### config.mk
export PLATFORM = sky130hd
export DESIGN_NAME = seq_addsub_acc_flat
export DESIGN_NICKNAME = d
export VERILOG_FILES = /design/src/rtl/seq_addsub_acc_if.sv /design/src/rtl/seq_addsub_acc.sv /design/src/flat_wrapper.sv
export SDC_FILE = /design/constraint.sdc
export NUM_CORES = 1
export LEC_CHECK = 0
export CAP_MARGIN = 20
export CORE_MARGIN = 4
export CORE_UTILIZATION = 35
export CTS_BUF_LIST = sky130_fd_sc_hd__clkbuf_16
export CTS_CLUSTER_SIZE = 24
export DETAILED_ROUTE_END_ITERATION = 10
export GPL_TIMING_DRIVEN = 0
export MAX_ROUTING_LAYER = met4
export SLEW_MARGIN = 20
export SYNTH_ARGS = -nofsm -noshare
export SYNTH_HDL_FRONTEND = slang
export SYNTH_SLANG_ARGS = --single-unit
export TNS_END_PERCENT = 5
### constraint.sdc
create_clock -name i_clk -period 2.45 [get_ports i_clk]
set_clock_uncertainty 0.1 [all_clocks]
set_input_delay 0.49 -clock i_clk [delete_from_list [all_inputs] [get_ports i_clk]]
set_output_delay 0.49 -clock i_clk [all_outputs]
set_load 0.01 [all_outputs]
### src/rtl/seq_addsub_acc_if.sv
// Operand/result bundle for the sequential add/subtract accumulator.
// Latency: none, this is wiring only.
// Backpressure: none; the master drives operands and the slave always accepts them.
interface seq_addsub_acc_if #(
  parameter int WIDTH        = 8,
  parameter int NUM_OPERANDS = 2
);
  localparam int CW = $clog2(NUM_OPERANDS + 1);

  // Operand side
  logic             in_vld;
  logic [WIDTH-1:0] in_dat;
  logic             mode;
  logic             clear;

  // Result side
  logic [WIDTH-1:0] result;
  logic             carry;
  logic             ovf;
  logic             busy;
  logic             done;
  logic [CW-1:0]    op_count;

  // Operand producer (testbench / upstream logic)
  modport master (
    output in_vld, in_dat, mode, clear,
    input  result, carry, ovf, busy, done, op_count
  );

  // Accumulator
  modport slave (
    input  in_vld, in_dat, mode, clear,
    output result, carry, ovf, busy, done, op_count
  );
endinterface

### src/rtl/seq_addsub_acc.sv
// Sequential add/subtract accumulator over NUM_OPERANDS operands; SEQ_ADDSUB_SAT_EN selects unsigned saturation.
// Latency: one cycle per accepted operand; Done is high the cycle after the last operand.
// Backpressure: none, every in_vld cycle is consumed; clear aborts and wins over in_vld.
module seq_addsub_acc #(
  parameter int WIDTH        = 8,
  parameter int NUM_OPERANDS = 2
) (
  input  logic             i_clk,
  input  logic             i_rst,
  seq_addsub_acc_if.slave  io_bus
);

  localparam int CW = $clog2(NUM_OPERANDS + 1);
  localparam int M  = WIDTH - 1;

  typedef enum logic [1:0] {
    S_IDLE  = 2'd0,
    S_ACCUM = 2'd1,
    S_DONE  = 2'd2
  } state_t;

  state_t           r_state;
  logic [WIDTH-1:0] r_result;
  logic             r_carry;
  logic             r_ovf;
  logic             r_busy;
  logic             r_done;
  logic [CW-1:0]    r_op_count;

  logic [WIDTH:0]   w_a_ext;
  logic [WIDTH:0]   w_b_ext;
  logic [WIDTH:0]   w_raw;
  logic             w_cy;
  logic             w_ovf;
  logic [WIDTH-1:0] w_next;
  logic             w_last;

  // Datapath: one WIDTH+1 bit add or subtract; the top bit is carry (add) or borrow (sub).
  always_comb begin
    w_a_ext = {1'b0, r_result};
    w_b_ext = {1'b0, io_bus.in_dat};
    w_raw   = io_bus.mode ? (w_a_ext - w_b_ext) : (w_a_ext + w_b_ext);
    w_cy    = w_raw[WIDTH];
    // Signed overflow: add flips when like-signed operands give an unlike result,
    // subtract flips when unlike-signed operands give a result unlike the minuend.
    if (io_bus.mode)
      w_ovf = (r_result[M] != io_bus.in_dat[M]) && (w_raw[M] != r_result[M]);
    else
      w_ovf = (r_result[M] == io_bus.in_dat[M]) && (w_raw[M] != r_result[M]);
`ifdef SEQ_ADDSUB_SAT_EN
    // Unsigned saturation: clamp to all-ones on carry, to zero on borrow.
    if (w_cy)
      w_next = io_bus.mode ? {WIDTH{1'b0}} : {WIDTH{1'b1}};
    else
      w_next = w_raw[WIDTH-1:0];
`else
    w_next  = w_raw[WIDTH-1:0];
`endif
    w_last  = (r_op_count == CW'(NUM_OPERANDS - 1));
  end

  // Control FSM with registered status outputs; first operand loads, later ones accumulate.
  always_ff @(posedge i_clk or posedge i_rst) begin
    if (i_rst) begin
      r_state    <= S_IDLE;
      r_result   <= '0;
      r_carry    <= 1'b0;
      r_ovf      <= 1'b0;
      r_busy     <= 1'b0;
      r_done     <= 1'b0;
      r_op_count <= '0;
    end else if (io_bus.clear) begin
      r_state    <= S_IDLE;
      r_result   <= '0;
      r_carry    <= 1'b0;
      r_ovf      <= 1'b0;
      r_busy     <= 1'b0;
      r_done     <= 1'b0;
      r_op_count <= '0;
    end else if (io_bus.in_vld) begin
      case (r_state)
        S_IDLE, S_DONE: begin
          // Mode is not looked at for the first operand.
          r_state    <= S_ACCUM;
          r_result   <= io_bus.in_dat;
          r_carry    <= 1'b0;
          r_ovf      <= 1'b0;
          r_busy     <= 1'b1;
          r_done     <= 1'b0;
          r_op_count <= CW'(1);
        end
        S_ACCUM: begin
          r_result   <= w_next;
          r_carry    <= w_cy;
          r_ovf      <= r_ovf | w_ovf;
          r_op_count <= r_op_count + CW'(1);
          if (w_last) begin
            r_state <= S_DONE;
            r_busy  <= 1'b0;
            r_done  <= 1'b1;
          end
        end
        default: begin
          r_state    <= S_IDLE;
          r_result   <= '0;
          r_carry    <= 1'b0;
          r_ovf      <= 1'b0;
          r_busy     <= 1'b0;
          r_done     <= 1'b0;
          r_op_count <= '0;
        end
      endcase
    end
  end

  assign io_bus.result   = r_result;
  assign io_bus.carry    = r_carry;
  assign io_bus.ovf      = r_ovf;
  assign io_bus.busy     = r_busy;
  assign io_bus.done     = r_done;
  assign io_bus.op_count = r_op_count;

endmodule

### src/flat_wrapper.sv
// flat-port wrapper written by rule: the top's interface ports become plain ports
module seq_addsub_acc_flat 
#(
  parameter int WIDTH        = 8,
  parameter int NUM_OPERANDS = 2
)
  (i_clk, i_rst, io_bus_in_vld, io_bus_in_dat, io_bus_mode, io_bus_clear, io_bus_result, io_bus_carry, io_bus_ovf, io_bus_busy, io_bus_done, io_bus_op_count);
  seq_addsub_acc_if #(.WIDTH(WIDTH), .NUM_OPERANDS(NUM_OPERANDS)) io_bus_i ();
  input  logic i_clk;
  input  logic i_rst;
  input wire logic [$bits(io_bus_i.in_vld)-1:0] io_bus_in_vld;
  input wire logic [$bits(io_bus_i.in_dat)-1:0] io_bus_in_dat;
  input wire logic [$bits(io_bus_i.mode)-1:0] io_bus_mode;
  input wire logic [$bits(io_bus_i.clear)-1:0] io_bus_clear;
  output wire logic [$bits(io_bus_i.result)-1:0] io_bus_result;
  output wire logic [$bits(io_bus_i.carry)-1:0] io_bus_carry;
  output wire logic [$bits(io_bus_i.ovf)-1:0] io_bus_ovf;
  output wire logic [$bits(io_bus_i.busy)-1:0] io_bus_busy;
  output wire logic [$bits(io_bus_i.done)-1:0] io_bus_done;
  output wire logic [$bits(io_bus_i.op_count)-1:0] io_bus_op_count;
  assign io_bus_i.in_vld = io_bus_in_vld;
  assign io_bus_i.in_dat = io_bus_in_dat;
  assign io_bus_i.mode = io_bus_mode;
  assign io_bus_i.clear = io_bus_clear;
  assign io_bus_result = io_bus_i.result;
  assign io_bus_carry = io_bus_i.carry;
  assign io_bus_ovf = io_bus_i.ovf;
  assign io_bus_busy = io_bus_i.busy;
  assign io_bus_done = io_bus_i.done;
  assign io_bus_op_count = io_bus_i.op_count;
  seq_addsub_acc #(.WIDTH(WIDTH), .NUM_OPERANDS(NUM_OPERANDS)) u_core (.i_clk(i_clk), .i_rst(i_rst), .io_bus(io_bus_i));
endmodule
==> out/qor.csv, run 1 <==
metric;value;unit
critPathSlowestCell;or3b_4;
synth-xor-area-share;0.06344;
cts-buffers-inserted;3;
drc;0;
reg2reg_setup_slack;0.21;ns
avgViaCountPerCell;5.149;
setup_ws;-0.1533;ns
drive_gt1_frac;0.2602;
synth_warnings;0;
wl_per_cell;15.07;um
ys_types;41;
rsz0062_at_grt;yes;
synthAdderAreaFrac;0.1168;
maxSlewViolCount;0;
track_usage;0.1792;
ys_top_cells_by_area;dfrtp_1 30%, ha_1 10%, nor2_1 6.6%;
max_freq;384.1;MHz
path_class;input port to flop;
start_util;0.3666;
hold_path.class;flop to flop;
slew_headroom;0.5876;
hold_viol;0;
clk_pin_slew_worst_paths;0.05;ns
cts.sinks;15;
required;2.49;ns
critPathArrivalTime;2.64;ns
hp-start;u_core.io_bus.carry;
worst_pin_slew;0.6179;ns
antenna_found_initial;0;
timing.hold.ws;0.3816;ns
synth_top_cell_area_share;0.3021;
power_density;515.7;nW/um2
syn-cell-area;1242;um2
wirelength;3647;um
worst_setup_path_end_kind;flop;
fin_nets;221;
synth.net_count;173;
nFillCells;306;
finalSetupViolCount;5;
fin_area;1894;um2
setup_tns;-0.4406;ns
synthSimpleGateAreaFrac;0.2397;
post_dp_cell_area;1555;um2
period_minus_slack;2.603;ns
core_area;3390;um2
io_pins;27;
drt_iter0_drc;60;
grt_pass1_wl;5906;um
fp.dieH;67.58;um
grt_max_degree;16;
antenna_cells;0;
row_count;21;
p_leak;0.8231;nW
crit_top_cell;ha_4;
dpl.cell_count;220;
dp_hpwl;2507;um
synth-compound-area-share;0.2135;
vias;1246;
slowest_delay;0.39;ns
cts_tree;yes;
instances_no_fill;242;
die_x;67.58;um
pre_cts_ws;-0.9621;ns
grt_pass1_vias;1279;
avgSynthCellArea;8.339;um2
cp_cell_sequence;buf_8 -> inv_4 -> ha_4 -> or3b_4 -> nor3_4 -> nor2_2 -> xnor2_2 -> ha_4 -> a21o_2 -> a22oi_1 -> o31a_1 -> a21oi_2 -> nand3b_1;
worstHoldPathCells;2;
violations;negative setup slack;
synth_seq_area_share;0.3021;
ys_ff_latch;15;
min_to;u_core.io_bus.carry;
firstDrtPassIters;4;
fin_crit_sh;1.063;
status;complete, but fails checks;
yosys.area.top_type;dfrtp_1;
drv_cap;0;
irDropWorstVdd;0.0002688;V
place_congestion;0.8462;
hold_buffers;0;
synth_mux_area_frac;0.01712;
critPathMaxFanout;4;
portBuffers;25;
r2r_start;u_core.io_bus.result[0];
htree_levels;1;
ant_nets;0;
cp-start-kind;input port;
dieArea;4567;um2
syn_inst;149;
clk_latency;0.25;ns
clock_path_buffers;2;
r2r_cells;8;
area_growth;52.47;%
synth_top_family_by_area;simple AND/OR/NAND/NOR gates;
gr-total-overflow;0;
r2r_end;u_core.io_bus.result[6];
clock_tree.root_cell;clkbuf_16;
==> cell type report <==
type | instances | area, um2 | share of cell area
multi-input cells | 120 | 907.1 | 0.4789
repair buffers | 43 | 410.4 | 0.2166
flip-flops and latches | 15 | 375.4 | 0.1982
clock buffers | 3 | 75.07 | 0.03963
well taps | 46 | 57.56 | 0.03038
inverters | 9 | 38.79 | 0.02048
plain buffers | 5 | 25.02 | 0.01321
clock inverters | 1 | 5.005 | 0.002642
==> kinds of logic after synthesis <==
group,after synthesis
muxes,2
adders and majority gates,11
AOI/OAI and AO/OA,39
DFF,15
buffers and inverters,14
and+or+nand+nor,59
xor gates and xnor gates,9
==> layer usage <==
metal	vias up	global-route usage	routed length, um
met5	-	-	0
met4	0	0.06076	46
met3	5	0.02496	181
met2	32	0.3026	1815
met1	586	0.2176	1604
li1	623	-	-
==> metrics by stage <==
| step | utilization | power [mW] |
|---|---|---|
| final | 0.5589 | 0.9770 |
| after global routing | 0.5589 | 1.033 |
| after CTS | 0.5364 | 0.9529 |
| after detailed placement | 0.4588 | 0.5843 |
| after global placement | 0.4588 | 0.5782 |
| after floorplan | - | 0.4799 |
==> power breakdown <==
part           switching [mW]  internal (mW)
combinational           0.182          0.184
clock                   0.109          0.218
sequential             0.0174          0.266
total                   0.308          0.669
==> layout by cell type, fill, tap and decap left out, types with 2 or more instances in the layout <==
cell             instances
a21oi_1                  6
a21oi_2                  3
a221o_1                  2
a22oi_1                  3
a311oi_1                 2
buf_4                   17
buf_6                    2
buf_8                    2
clkbuf_1                 2
clkbuf_16                3
clkdlybuf4s15_2          2
clkdlybuf4s50_1         19
dfrtp_1                 15
dlymetal6s2s_1           2
ha_1                     6
ha_2                     2
ha_4                     2
inv_1                    7
inv_4                    2
nand2_1                  6
nand2b_1                10
nand3_1                  6
nand3b_1                 2
nor2_1                  19
nor2_2                   2
nor2b_1                  4
nor3_1                   2
o211ai_1                 2
o21a_1                   2
o21ai_0                  8
o21ai_1                  2
xnor2_1                  6
xor2_1                   2
==> sequential cells by signal, summed over array words and instances, names as in the netlist <==
name / count
u_core.io_bus.busy: 1
u_core.io_bus.carry: 1
u_core.io_bus.op_count: 2
u_core.io_bus.ovf: 1
u_core.io_bus.result: 8
u_core.r_state: 2
==> worst max-delay path, delay by kind of cell <==
kind                       cells  cell delay, ns
adders and majority gates      2            0.36
xor gates and xnor gates       1            0.21
AOI/OAI and AO/OA              4            0.67
buffers and inverters          2            0.15
and+or+nand+nor                4            0.76
==> cells in the mapped netlist <==
cell / instances
xor2_1: 2
dfrtp_1: 15
a21o_1: 1
a311oi_1: 2
buf_4: 1
o21a_1: 2
clkbuf_1: 2
buf_2: 1
a221o_1: 2
or4_1: 1
or3_1: 2
fa_1: 1
nor3_1: 3
o22ai_1: 1
a211oi_1: 1
o2111ai_1: 1
nand2_1: 6
nor2_1: 22
a22oi_1: 3
o32ai_2: 1
o21ai_0: 9
or2_1: 1
mux2i_1: 1
o211ai_1: 2
mux2_2: 1
o32ai_1: 1
nand2b_1: 10
nand3_1: 6
or3b_1: 1
xnor2_1: 7
nor2b_1: 4
a21oi_1: 9
nor3_2: 1
inv_1: 9
ha_1: 10
o31a_1: 1
a21o_2: 1
a21boi_0: 1
clkbuf_2: 1
o21ai_1: 1
nand3b_1: 2
==> repair_timing <==
action | CTS | global route
gates resized for setup | 36 | 13
buffers inserted | 15 | 3
hold endpoints to repair | 0 | 0
pin swaps | 15 | 13
endpoints found under the setup margin | 9 | 5
==> worst max path at each step <==
| stage | cells after the start | startpoint | end | slack, ns |
|---|---|---|---|---|
| after floorplan | 12 | io_bus_in_dat[0] | u_core.io_bus.ovf | -0.21 |
| after global placement | 13 | io_bus_in_dat[0] | u_core.io_bus.ovf | -0.86 |
| after detailed placement | 13 | io_bus_in_dat[0] | u_core.io_bus.carry | -0.96 |
| after CTS | 13 | io_bus_in_dat[1] | u_core.io_bus.ovf | -0.22 |
| after global routing | 13 | io_bus_in_dat[1] | u_core.io_bus.ovf | -0.24 |
| final | 13 | io_bus_in_dat[1] | u_core.io_bus.ovf | -0.15 |
(Power assumes the default switching activity.)
==> run 2: changes to the inputs <==
--- a/config.mk
+++ b/config.mk
@@ -13,7 +13,6 @@
 export DETAILED_ROUTE_END_ITERATION = 10
 export GPL_TIMING_DRIVEN = 0
 export MAX_ROUTING_LAYER = met4
-export SLEW_MARGIN = 20
 export SYNTH_ARGS = -nofsm -noshare
 export SYNTH_HDL_FRONTEND = slang
 export SYNTH_SLANG_ARGS = --single-unit
==> results of run 2 <==
Final layout, timing and power as in run 1 (identical DEF).
==> run 3: changes to the inputs <==
--- a/config.mk
+++ b/config.mk
@@ -7,12 +7,14 @@
 export LEC_CHECK = 0
 export CAP_MARGIN = 20
 export CORE_MARGIN = 4
-export CORE_UTILIZATION = 35
+export CORE_UTILIZATION = 50
 export CTS_BUF_LIST = sky130_fd_sc_hd__clkbuf_16
 export CTS_CLUSTER_SIZE = 24
 export DETAILED_ROUTE_END_ITERATION = 10
 export GPL_TIMING_DRIVEN = 0
 export MAX_ROUTING_LAYER = met4
+export PLACE_DENSITY = 0.79
+export SKIP_LAST_GASP = 1
 export SYNTH_ARGS = -nofsm -noshare
 export SYNTH_HDL_FRONTEND = slang
 export SYNTH_SLANG_ARGS = --single-unit
==> run 3 against run 2 <==
The run still ends with negative setup slack left. Largest power group unchanged. Critical endpoint is now u_core.io_bus.carry. Non-clock buffer count fell by 14. Clock power fell by 6%. Worst setup slack got worse by 0.0010 ns. Highest routed layer unchanged.
==> out/qor.csv, run 3 (synthesized netlist as in run 1, its figures left out) <==
metric;value;unit;change
violations;negative setup slack;;unchanged
power;0.9214;mW;was 0.9770 mW
hold_path.class;flop to flop;;unchanged
finalSetupViolCount;5;;unchanged
clock_tree.root_cell;clkbuf_16;;unchanged
cts_tree;yes;;unchanged
clockPowerShare;0.334;;was 0.335
clk_pin_slew_worst_paths;0.05;ns;about the same
avgViaCountPerCell;5.681;;was 5.149
io_pins;27;;unchanged
row_count;17;;was 21
crit_end;u_core.io_bus.carry;;was u_core.io_bus.ovf
fin_crit_sh;1.063;;about the same
vias;1193;;was 1246
clock_path_buffers;2;;unchanged
final_core_utilization;0.7407;;was 0.5589
path_buf_inv;2;;unchanged
worst_setup_path_end_kind;flop;;unchanged
critPathLaunch;io_bus_in_dat[1];;unchanged
slew_headroom;0.6359;;was 0.5876
top_layer;met4;;unchanged
path_class;input port to flop;;unchanged
cts.sinks;15;;unchanged
cp.depth;11;;was 13
die_x;57.85;um;was 67.58 um
required;2.48;ns;was 2.49 ns
core_area;2297;um2;was 3390 um2
cp-start-kind;input port;;unchanged
crit_top_cell;xnor2_1;;was ha_4
r2r_cells;8;;unchanged
hold_viol;0;;unchanged
fp.dieH;57.85;um;was 67.58 um
r2r_end;u_core.io_bus.result[6];;unchanged
setup_ws;-0.1543;ns;was -0.1533 ns
dp_hpwl;2494;um;was 2507 um
ant_nets;0;;unchanged
place_congestion;0.8368;;was 0.8462
drc;0;;unchanged
track_usage;0.2069;;was 0.1792
reg2reg_setup_slack;0.23;ns;was 0.21 ns
route.met2.wl;1600;um;was 1815 um
worstHoldPathCells;2;;unchanged
power_density;541.5;nW/um2;was 515.7 nW/um2
irDropWorstVdd;0.0005060;V;was 0.0002688 V
critPathMaxFanout;4;;unchanged
status;complete, but fails checks;;unchanged
antenna_found_initial;0;;unchanged
rsz0062_at_grt;yes;;unchanged
p_leak;0.7227;nW;was 0.8231 nW
layout_commonest_cell;clkdlybuf4s50_1;;
period_minus_slack;2.604;ns;was 2.603 ns
grt_max_degree;16;;unchanged
drive_gt1_frac;0.1648;;was 0.2602
slowest_delay;0.50;ns;was 0.39 ns
area_growth;36.96;%;was 52.47%
maxSlewViolCount;0;;unchanged
wl_met1;1296;um;was 1604 um
switching_share;0.3005;;was 0.3156
wirelength;3098;um;was 3647 um
largest_reg_flops;8;;unchanged
dr_wl_met3;158;um;was 181 um
antenna_cells;0;;unchanged
start_util;0.5408;;was 0.3666
critPathSlowestCell;or4_4;;was or3b_4
grt_pass1_vias;1140;;was 1279
fin_nets;207;;was 221
grt_pass1_wl;5237;um;was 5906 um
portBuffers;25;;unchanged
max_freq;384.0;MHz;was 384.1 MHz
gr-total-overflow;0;;unchanged
hold_buffers;0;;unchanged
pre_cts_ws;-0.9543;ns;was -0.9621 ns
clk_latency;0.24;ns;was 0.25 ns
htree_levels;1;;unchanged
wl_per_cell;14.75;um;was 15.07 um
p_sw;0.2769;mW;was 0.3083 mW
p_int;0.6445;mW;was 0.6686 mW
cp_cell_sequence;buf_8 -> buf_4 -> or4_4 -> nor2_4 -> a21oi_1 -> xnor2_1 -> ha_2 -> or3_1 -> o32ai_2 -> xnor2_1 -> o21ai_1;;was buf_8 -> inv_4 -> ha_4 -> or3b_4 -> nor3_4 -> nor2_2 -> xnor2_2 -> ha_4 -> a21o_2 -> a22oi_1 -> o31a_1 -> a21oi_2 -> nand3b_1
drt_iter0_drc;37;;was 60
power_frac_comb;0.357;;was 0.375
critPathArrivalTime;2.63;ns;was 2.64 ns
firstDrtPassIters;4;;unchanged
power.share.sequential;0.309;;was 0.290
drv_cap;0;;unchanged
r2r_start;u_core.io_bus.result[0];;unchanged
cts-buffers-inserted;3;;unchanged
dieArea;3347;um2;was 4567 um2
crit_family;simple AND/OR/NAND/NOR gates;;unchanged
mostFrequentLayoutCells;21 x clkdlybuf4s50_1, 20 x nor2_1, 15 x dfrtp_1;;was 19 x nor2_1, 19 x clkdlybuf4s50_1, 17 x buf_4
worst_pin_slew;0.5455;ns;was 0.6179 ns
## run 3: power by group through the flow
stage	clock network [mW]	logic (mW)	registers [mW]
floorplan	0	0.188	0.291
global placement	0	0.284	0.286
detailed placement	0	0.297	0.288
CTS	0.311	0.323	0.284
global route	0.324	0.364	0.287
finish	0.308	0.329	0.285
## run 3: final cells by class
cell class,count,area [um2]
inverter,9,38.79
buffer,5,25.02
timing repair buffer,29,286.5
sequential,15,375.4
multi-input combinational,120,862.1
clock inverter,1,3.754
clock buffer,3,75.07
tap,28,35.03
fill,176,595.6
## run 3: worst min-delay path, delay by kind of cell (launching register included)
family	cells	cell delay (ns)
DFF	1	0.33
AOI/OAI and AO/OA	1	0.06
and+or+nand+nor	1	0.05
## run 3: worst min-delay path by stage
stage / startpoint / end / slack [ns]
after floorplan: i_rst / u_core.io_bus.busy / 0.29
after global placement: u_core.io_bus.carry / u_core.io_bus.carry / 0.38
after detailed placement: u_core.io_bus.carry / u_core.io_bus.carry / 0.38
after CTS: u_core.io_bus.carry / u_core.io_bus.carry / 0.39
after global routing: u_core.io_bus.carry / u_core.io_bus.carry / 0.40
final: u_core.io_bus.carry / u_core.io_bus.carry / 0.38
## run 3: through the flow
step	hold WS, ns	std cells	instance area, um2	setup TNS (ns)
5_1_grt	0.4007	210	1702	-1.001
4_1_cts	0.3870	210	1695	-0.5494
6_report	0.3797	210	1702	-0.3876
2_1_floorplan	0.2915	149	1247	-0.4248
3_5_place_dp	0.3771	202	1533	-5.933
3_3_place_gp	0.3756	202	1533	-5.405
## run 3: layer usage
| metal | global-route usage | up-vias |
|---|---|---|
| li1 | - | 597 |
| met1 | 0.2490 | 560 |
| met2 | 0.3548 | 31 |
| met3 | 0.02450 | 5 |
| met4 | 0.07285 | 0 |
| met5 | - | - |
## run 3: repair_timing
action                     in CTS  in global routing
buffers inserted                4                  0
setup endpoints to repair       9                  5
gates cloned                    0                  0
pin swaps                      13                  7
resized for setup              37                  2
